--- src/rtl/wr_ctrl_sync_r2w.sv ---
// Write-side controller of the dual-clock FIFO: synchronises the Gray read pointer into wrclk,
// owns the write pointer and produces registered full / almost_full / free-count / overflow flags.
module wr_ctrl_sync_r2w #(
  parameter int FIFO_ADDR_WIDTH = 8,
  parameter int SYNC_STAGES     = 2,
  parameter int AFULL_THRESH    = 4
) (
  input  logic                       wrclk,
  input  logic                       reset_n,
  input  logic                       wr_en,
  input  logic [FIFO_ADDR_WIDTH:0]   rdptr_gray,
  input  logic                       ovf_clr,
  output logic                       mem_we,
  output logic [FIFO_ADDR_WIDTH-1:0] wr_addr,
  output logic [FIFO_ADDR_WIDTH:0]   wrptr_gray,
  output logic                       full,
  output logic                       almost_full,
  output logic [FIFO_ADDR_WIDTH:0]   wr_free,
  output logic                       wr_ovf
);

  localparam int AW = FIFO_ADDR_WIDTH;
  localparam int PW = AW + 1;
  localparam logic [PW-1:0] DEPTH     = {1'b1, {AW{1'b0}}};
  localparam logic [PW-1:0] AFULL_LIM = PW'(AFULL_THRESH);

  logic [SYNC_STAGES-1:0][PW-1:0] sq_reg;
  logic [PW-1:0] rbin;
  logic [PW-1:0] sync_gray;

  logic [PW-1:0] wbin_reg, wbin_next;
  logic [PW-1:0] wrptr_gray_reg, wrptr_gray_next;
  logic [PW-1:0] used;
  logic [PW-1:0] wr_free_reg, wr_free_next;
  logic          full_reg, full_next;
  logic          almost_full_reg, almost_full_next;
  logic          wr_ovf_reg, wr_ovf_next;
  logic          acc;

  // Only sq_reg[0] sees the asynchronous pointer; nothing combinational sits in front of it.
  always_ff @(posedge wrclk or negedge reset_n) begin
    if (!reset_n) begin
      sq_reg <= '0;
    end else begin
      sq_reg[0] <= rdptr_gray;
      for (int i = 1; i < SYNC_STAGES; i++) begin
        sq_reg[i] <= sq_reg[i-1];
      end
    end
  end

  assign sync_gray = sq_reg[SYNC_STAGES-1];

  // Each binary bit is the XOR of all Gray bits at or above it.
  generate
    for (genvar gi = 0; gi < PW; gi++) begin : g_gray2bin
      assign rbin[gi] = ^sync_gray[PW-1:gi];
    end
  endgenerate

  always_comb begin
    acc              = wr_en & ~full_reg;
    wbin_next        = wbin_reg + {{AW{1'b0}}, acc};
    wrptr_gray_next  = wbin_next ^ (wbin_next >> 1);
    used             = wbin_next - rbin;
    // Anything beyond DEPTH is a protocol error and is reported as full.
    full_next        = (used >= DEPTH);
    wr_free_next     = full_next ? '0 : (DEPTH - used);
    almost_full_next = (wr_free_next <= AFULL_LIM);
    wr_ovf_next      = (wr_en & full_reg) | (wr_ovf_reg & ~ovf_clr);
  end

  always_ff @(posedge wrclk or negedge reset_n) begin
    if (!reset_n) begin
      wbin_reg        <= '0;
      wrptr_gray_reg  <= '0;
      full_reg        <= 1'b0;
      almost_full_reg <= 1'b0;
      wr_free_reg     <= DEPTH;
      wr_ovf_reg      <= 1'b0;
    end else begin
      wbin_reg        <= wbin_next;
      wrptr_gray_reg  <= wrptr_gray_next;
      full_reg        <= full_next;
      almost_full_reg <= almost_full_next;
      wr_free_reg     <= wr_free_next;
      wr_ovf_reg      <= wr_ovf_next;
    end
  end

  assign mem_we      = acc;
  assign wr_addr     = wbin_reg[AW-1:0];
  assign wrptr_gray  = wrptr_gray_reg;
  assign full        = full_reg;
  assign almost_full = almost_full_reg;
  assign wr_free     = wr_free_reg;
  assign wr_ovf      = wr_ovf_reg;

  // The read domain samples wrptr_gray asynchronously, so it may only ever move by one bit.
  a_gray_one_bit: assert property (@(posedge wrclk) disable iff (!reset_n)
    $countones(wrptr_gray_reg ^ $past(wrptr_gray_reg)) <= 1);

endmodule

--- config.mk ---
export PLATFORM = sky130hd
export DESIGN_NAME = wr_ctrl_sync_r2w
export DESIGN_NICKNAME = d
export VERILOG_FILES = /design/src/rtl/wr_ctrl_sync_r2w.sv
export SDC_FILE = /design/constraint.sdc
export NUM_CORES = 1
export LEC_CHECK = 0
export ABC_CLOCK_PERIOD_IN_PS = 9800
export CORE_UTILIZATION = 31
export DETAILED_ROUTE_END_ITERATION = 10
export GPL_ROUTABILITY_DRIVEN = 0
export GPL_TIMING_DRIVEN = 0
export SYNTH_ARGS = -nofsm -noshare
export SYNTH_HDL_FRONTEND = slang
export SYNTH_SLANG_ARGS = --single-unit
--- constraint.sdc ---
create_clock -name wrclk -period 9.8 [get_ports wrclk]
set_input_delay 1.96 -clock wrclk [delete_from_list [all_inputs] [get_ports wrclk]]
set_output_delay 1.96 -clock wrclk [all_outputs]
set_load 0.005 [all_outputs]
After elaboration in Yosys (flattened, before gate mapping)
Index checks and enable logic that the tools add are counted.
{"block": "op_classes", "add_sub_neg": 3, "mux": 1, "bitwise": 7, "reduce_logical": 8, "magnitude_cmp": 2}
{"op": "$add 9x1->9", "n": 1}
{"op": "$ge 9x9->1 const B", "n": 1}
{"op": "$le 9x3->1 const B", "n": 1}
{"op": "$mux 9", "n": 1}
{"op": "$reduce_xor 9->1", "n": 1}
{"op": "$sub 9x9->9", "n": 1}
{"op": "$sub 9x9->9 const A", "n": 1}
{"op": "$xor 9x8->9", "n": 1}
{"op": "$reduce_xor 8->1", "n": 1}
{"op": "$reduce_xor 7->1", "n": 1}
{"op": "$reduce_xor 6->1", "n": 1}
{"op": "$reduce_xor 5->1", "n": 1}
{"op": "$reduce_xor 4->1", "n": 1}
{"op": "$and 1x1->1", "n": 3}
{"op": "$reduce_xor 3->1", "n": 1}
{"op": "$not 1->1", "n": 2}
{"op": "$reduce_xor 2->1", "n": 1}
{"op": "$or 1x1->1", "n": 1}
{"block": "word_totals", "input_bits": 13, "ff_bits": 48, "word_cells": 29}

Longest topological paths before layout
{"block": "logic_depth", "ltp_word": 7, "depth_mapped": 18}

Least setup slack after synthesis
OpenSTA, ideal clock, no wires.
{"block": "synth_path", "kind": "input to register", "startpoint": "input port wr_en", "endpoint": "register almost_full_reg (netlist: almost_full)", "setup_time_ns": 0.066, "t_arrival_ns": 5.280, "path_buffers": 0, "required_ns": 9.734, "slack_ns": 4.453, "path_stages": 16, "path_cell_list": "nor2b_1 -> ha_1 -> ha_1 -> nand3_1 -> xor2_1 -> inv_1 -> ha_1 -> a21o_1 -> or4_4 -> o21ai_2 -> xnor2_2 -> or3_1 -> nor3_1 -> ha_1 -> nor2_1 -> a41o_1"}
{"block": "synth_between", "elab_chain_len": 6, "elab_cells_between_ends": 7}
{"item": "start: declaration", "line_no": "10", "rtl": "input logic wr_en,"}
{"item": "$and 1x1->1 (*)", "line_no": "62", "rtl": "acc = wr_en & ~full_reg;"}
{"item": "$add 9x1->9 (*)", "line_no": "63", "rtl": "wbin_next = wbin_reg + {{AW{1'b0}}, acc};"}
{"item": "named net wbin_next[4]", "line_no": "31", "rtl": "logic [PW-1:0] wbin_reg, wbin_next;"}
{"item": "$sub 9x9->9 (*)", "line_no": "65", "rtl": "used = wbin_next - rbin;"}
{"item": "$sub 9x9->9 / $ge 9x9->1 (equally long branches)", "line_no": "68, 67"}
{"item": "$mux 9 (*)", "line_no": "68", "rtl": "wr_free_next = full_next ? '0 : (DEPTH - used);"}
{"item": "$le 9x3->1 (*)", "line_no": "69", "rtl": "almost_full_next = (wr_free_next <= AFULL_LIM);"}
{"item": "named net almost_full_next", "line_no": "36", "rtl": "logic almost_full_reg, almost_full_next;"}
{"item": "end signal: assignment", "line_no": "85", "rtl": "almost_full_reg <= almost_full_next;"}
{"item": "end: declaration", "line_no": "36"}
Mark *: on every way through the listed nets, which the timed path passes. The rest lies on a longest branch.

Final worst setup path
{"block": "layout_path", "startpoint": "input port wr_en", "endpoint": "register wr_free_reg[3] (netlist: wr_free[3])"}
{"block": "layout_between", "elab_chain_len": 5, "elab_cells_between_ends": 6}
{"item": "$and 1x1->1", "line_no": "62"}
{"item": "$add 9x1->9", "line_no": "63"}
{"item": "named net wbin_next[4]", "line_no": "31"}
{"item": "$sub 9x9->9", "line_no": "65"}
{"item": "$ge 9x9->1", "line_no": "67", "rtl": "full_next = (used >= DEPTH);"}
{"item": "named net full_next", "line_no": "35", "rtl": "logic full_reg, full_next;"}
{"item": "$mux 9", "line_no": "68"}
{"item": "named net wr_free_next[3]", "line_no": "34", "rtl": "logic [PW-1:0] wr_free_reg, wr_free_next;"}
{"item": "end signal: assignment", "line_no": "86", "rtl": "wr_free_reg <= wr_free_next;"}
{"item": "end: declaration", "line_no": "34"}
The timed path passes the listed nets, and every way through them passes these cells.

==> impl_metrics.ini <==
[power]
p_sw_w = 0.000396
internal_power_w = 0.000635
pwr-share-clk = 0.157
combPwrFrac = 0.582
power_w = 0.00103
swShare = 0.384
power.leakage_nw = 1.38
irDropWorstVdd_mv = 0.102
cellPowerDensity_nw_per_um2 = 336
pwr-share-seq = 0.261

[sta]
fin_ws_ns = 3.92
finalSetupTns_ns = 0
slew_headroom = 0.639
clock-skew-final_ns = 0.00258
slew_violations = 0
finalCriticalPeriod_ns = 5.88
setup_viol = 0
post-route-period-util = 0.600
final_hold_viol_count = 0
worst_pin_slew_ns = 0.539
rsz0062_at_grt = no
max_freq_mhz = 170

[critical_path]
endpoint_kind = flip-flop
startpoint_type = input pin
cp_common_cell = ha_1
path_class = input pin to flip-flop
crit_chain = clkdlybuf4s50_1 > nor2b_1 > ha_1 > ha_1 > nand3_1 > xor2_1 > inv_1 > ha_1 > a21o_1 > or4_4 > o21ai_2 > xnor2_2 > or3_1 > nor3_1 > ha_1 > a21o_1 > buf_6 > nor2_2
crit_required_ns = 9.98
cp_max_fo = 10
crit_arrival_ns = 6.06
max_stage_delay_ns = 0.57
slowest_stage = or4_4

[clock_tree]
cts-resized-gates = 0
clk_latency_ns = 0.29
htreeDepth = 2
cts_max_path_buffers = 2
clkTransAtPathRegs_ns = 0.08
cts_tree = built
numCtsBuffers = 5
clock_sinks = 47
hold_buffers = 0
cts_root_buffer = clkbuf_8
cts_setup_buffers = 0

[detailed_routing]
initialDrtViolationCount = 51
wl_per_cell_um = 11.9
vias = 1562
drc = 0
drtAntennaViolNets = 0
viasPerCell = 4.51
wl_um = 4110
dr.pass1.iters = 4

[synthesis]
synth_nets = 222
yosys_warnings = 0
synth-seq-area-share = 0.496
async_flop_share = 1.00
synth_cell_types = 54
synth_edf_count = 0
postSynthCellCount = 196
syn_area_um2 = 2370
ys_ff_latch = 47
synth.area.top_cells = dfrtp_1, xnor2_1, ha_1
syn_area_per_cell_um2 = 12.1
synth_top_area_frac = 0.485
ys.flop_type = dfrtp_1
yosysTopAreaCell = dfrtp_1

[outcome]
outcome = finished, final reports clean

[global_routing]
top_usage_layer = met2
grt_max_degree = 27
gr-total-overflow = 0
grt_pass1_vias = 1562
grt_antenna_before_repair = 0
grt_pass1_wl_um = 7320
grt_use_met3 = 0.0332
grtUsageMet2 = 0.196
use_met1 = 0.163
grtUsageTotal = 0.123

[placed_design]
dp_slack_ns = 3.62
dp_cells = 338
port_buffers = 42
dp_hpwl_um = 3250

[floorplan]
fp-row-count = 31
ios = 43
coreArea_um2 = 7330
start_util = 0.324
die-height_um = 89.5
die_x_um = 89.5
dieArea_um2 = 8010

[flow_run]
maxCapViolations = 0

[layout]
layout-drive-gt1-share = 0.146
synthToLayoutAreaGrowth_pct = 29.2
final_cell_mix = dfrtp_1, clkdlybuf4s50_1, xnor2_1
mostFrequentLayoutCell = dfrtp_1
antenna-diode-count = 0
nFillCells = 701
final_cells = 346
num-nets-final = 272
fin_util = 0.418

[worst_hold_path]
hp-class = flip-flop to flip-flop
through the flow:
| step | hold slack [ns] | cell area (um2) |
|---|---|---|
| after floorplan | 0.331 | 2370 |
| after global placement | 0.333 | 2920 |
| after detailed placement | 0.335 | 2930 |
| after CTS | 0.354 | 3070 |
| after global routing | 0.360 | 3070 |
| final | 0.353 | 3070 |
cells in the mapped netlist (2+ instances only):
cell type   n
dfrtp_1    46
xnor2_1    23
inv_1      18
ha_1       12
nor2_2      9
xor2_1      9
nand2_1     8
nor2_1      7
nand3_1     6
a21o_1      4
a21oi_1     3
nor3_1      3
xor2_2      3
nor2b_1     2
o2111ai_1   2
o211a_1     2
o31ai_1     2
critical path: cells and delay by family:
family                     cells  cell delay [ns]
AOI/OAI and AO/OA              3             0.43
xor gates and xnor gates       2             0.39
adders and majority gates      4             0.94
buffers and inverters          3             0.83
and+or+nand+nor                6             1.51
logic make-up after synthesis:
group	share of synthesized area
compound gates	0.0959
xor+xnor	0.176
fa+ha+maj	0.0717
buf+inv	0.0332
flops	0.496
mux	0.00422
simple gates	0.123
layer usage:
layer  part of all wire  wire (um)
met3              0.056        228
met4             0.0034         14
met5                  0          0
met2               0.45       1860
met1               0.49       2000
final timing paths:
path,startpoint,to,slack [ns],cells past startpoint
max,wr_en,wr_free[3]$_DFF_PN0_,3.92,18
max in group asynchronous,reset_n,wr_free[7]$_DFF_PN0_,7.68,2
min,sq_reg[3]$_DFF_PN0_,sync_gray[3]$_DFF_PN0_,0.35,0
max reg2reg,sync_gray[8]$_DFF_PN0_,wr_free[3]$_DFF_PN0_,5.52,16
min in group asynchronous,reset_n,wrptr_gray[6]$_DFF_PN0_,1.62,1
min reg2reg,sq_reg[3]$_DFF_PN0_,sync_gray[3]$_DFF_PN0_,0.35,0
area by class of cell:
type / count / area, um2 / share of cell area
flip-flops and latches: 47 / 1180 / 0.384
multi-input cells: 130 / 1120 / 0.364
repair buffers: 43 / 435 / 0.142
well taps: 99 / 124 / 0.0404
clock buffers: 6 / 72.6 / 0.0237
inverters: 18 / 67.6 / 0.0220
clock inverters: 2 / 60.1 / 0.0196
plain buffers: 1 / 11.3 / 0.00367
power by group through the flow:
stage / clock (W) / sequential, W / combinational, W
6_report: 0.000162 / 0.000269 / 0.000600
5_1_grt: 0.000180 / 0.000275 / 0.000677
4_1_cts: 0.000169 / 0.000270 / 0.000601
3_5_place_dp: 0 / 0.000274 / 0.000597
3_3_place_gp: 0 / 0.000273 / 0.000588
2_1_floorplan: 0 / 0.000276 / 0.000413
(Power assumes the default switching activity.)
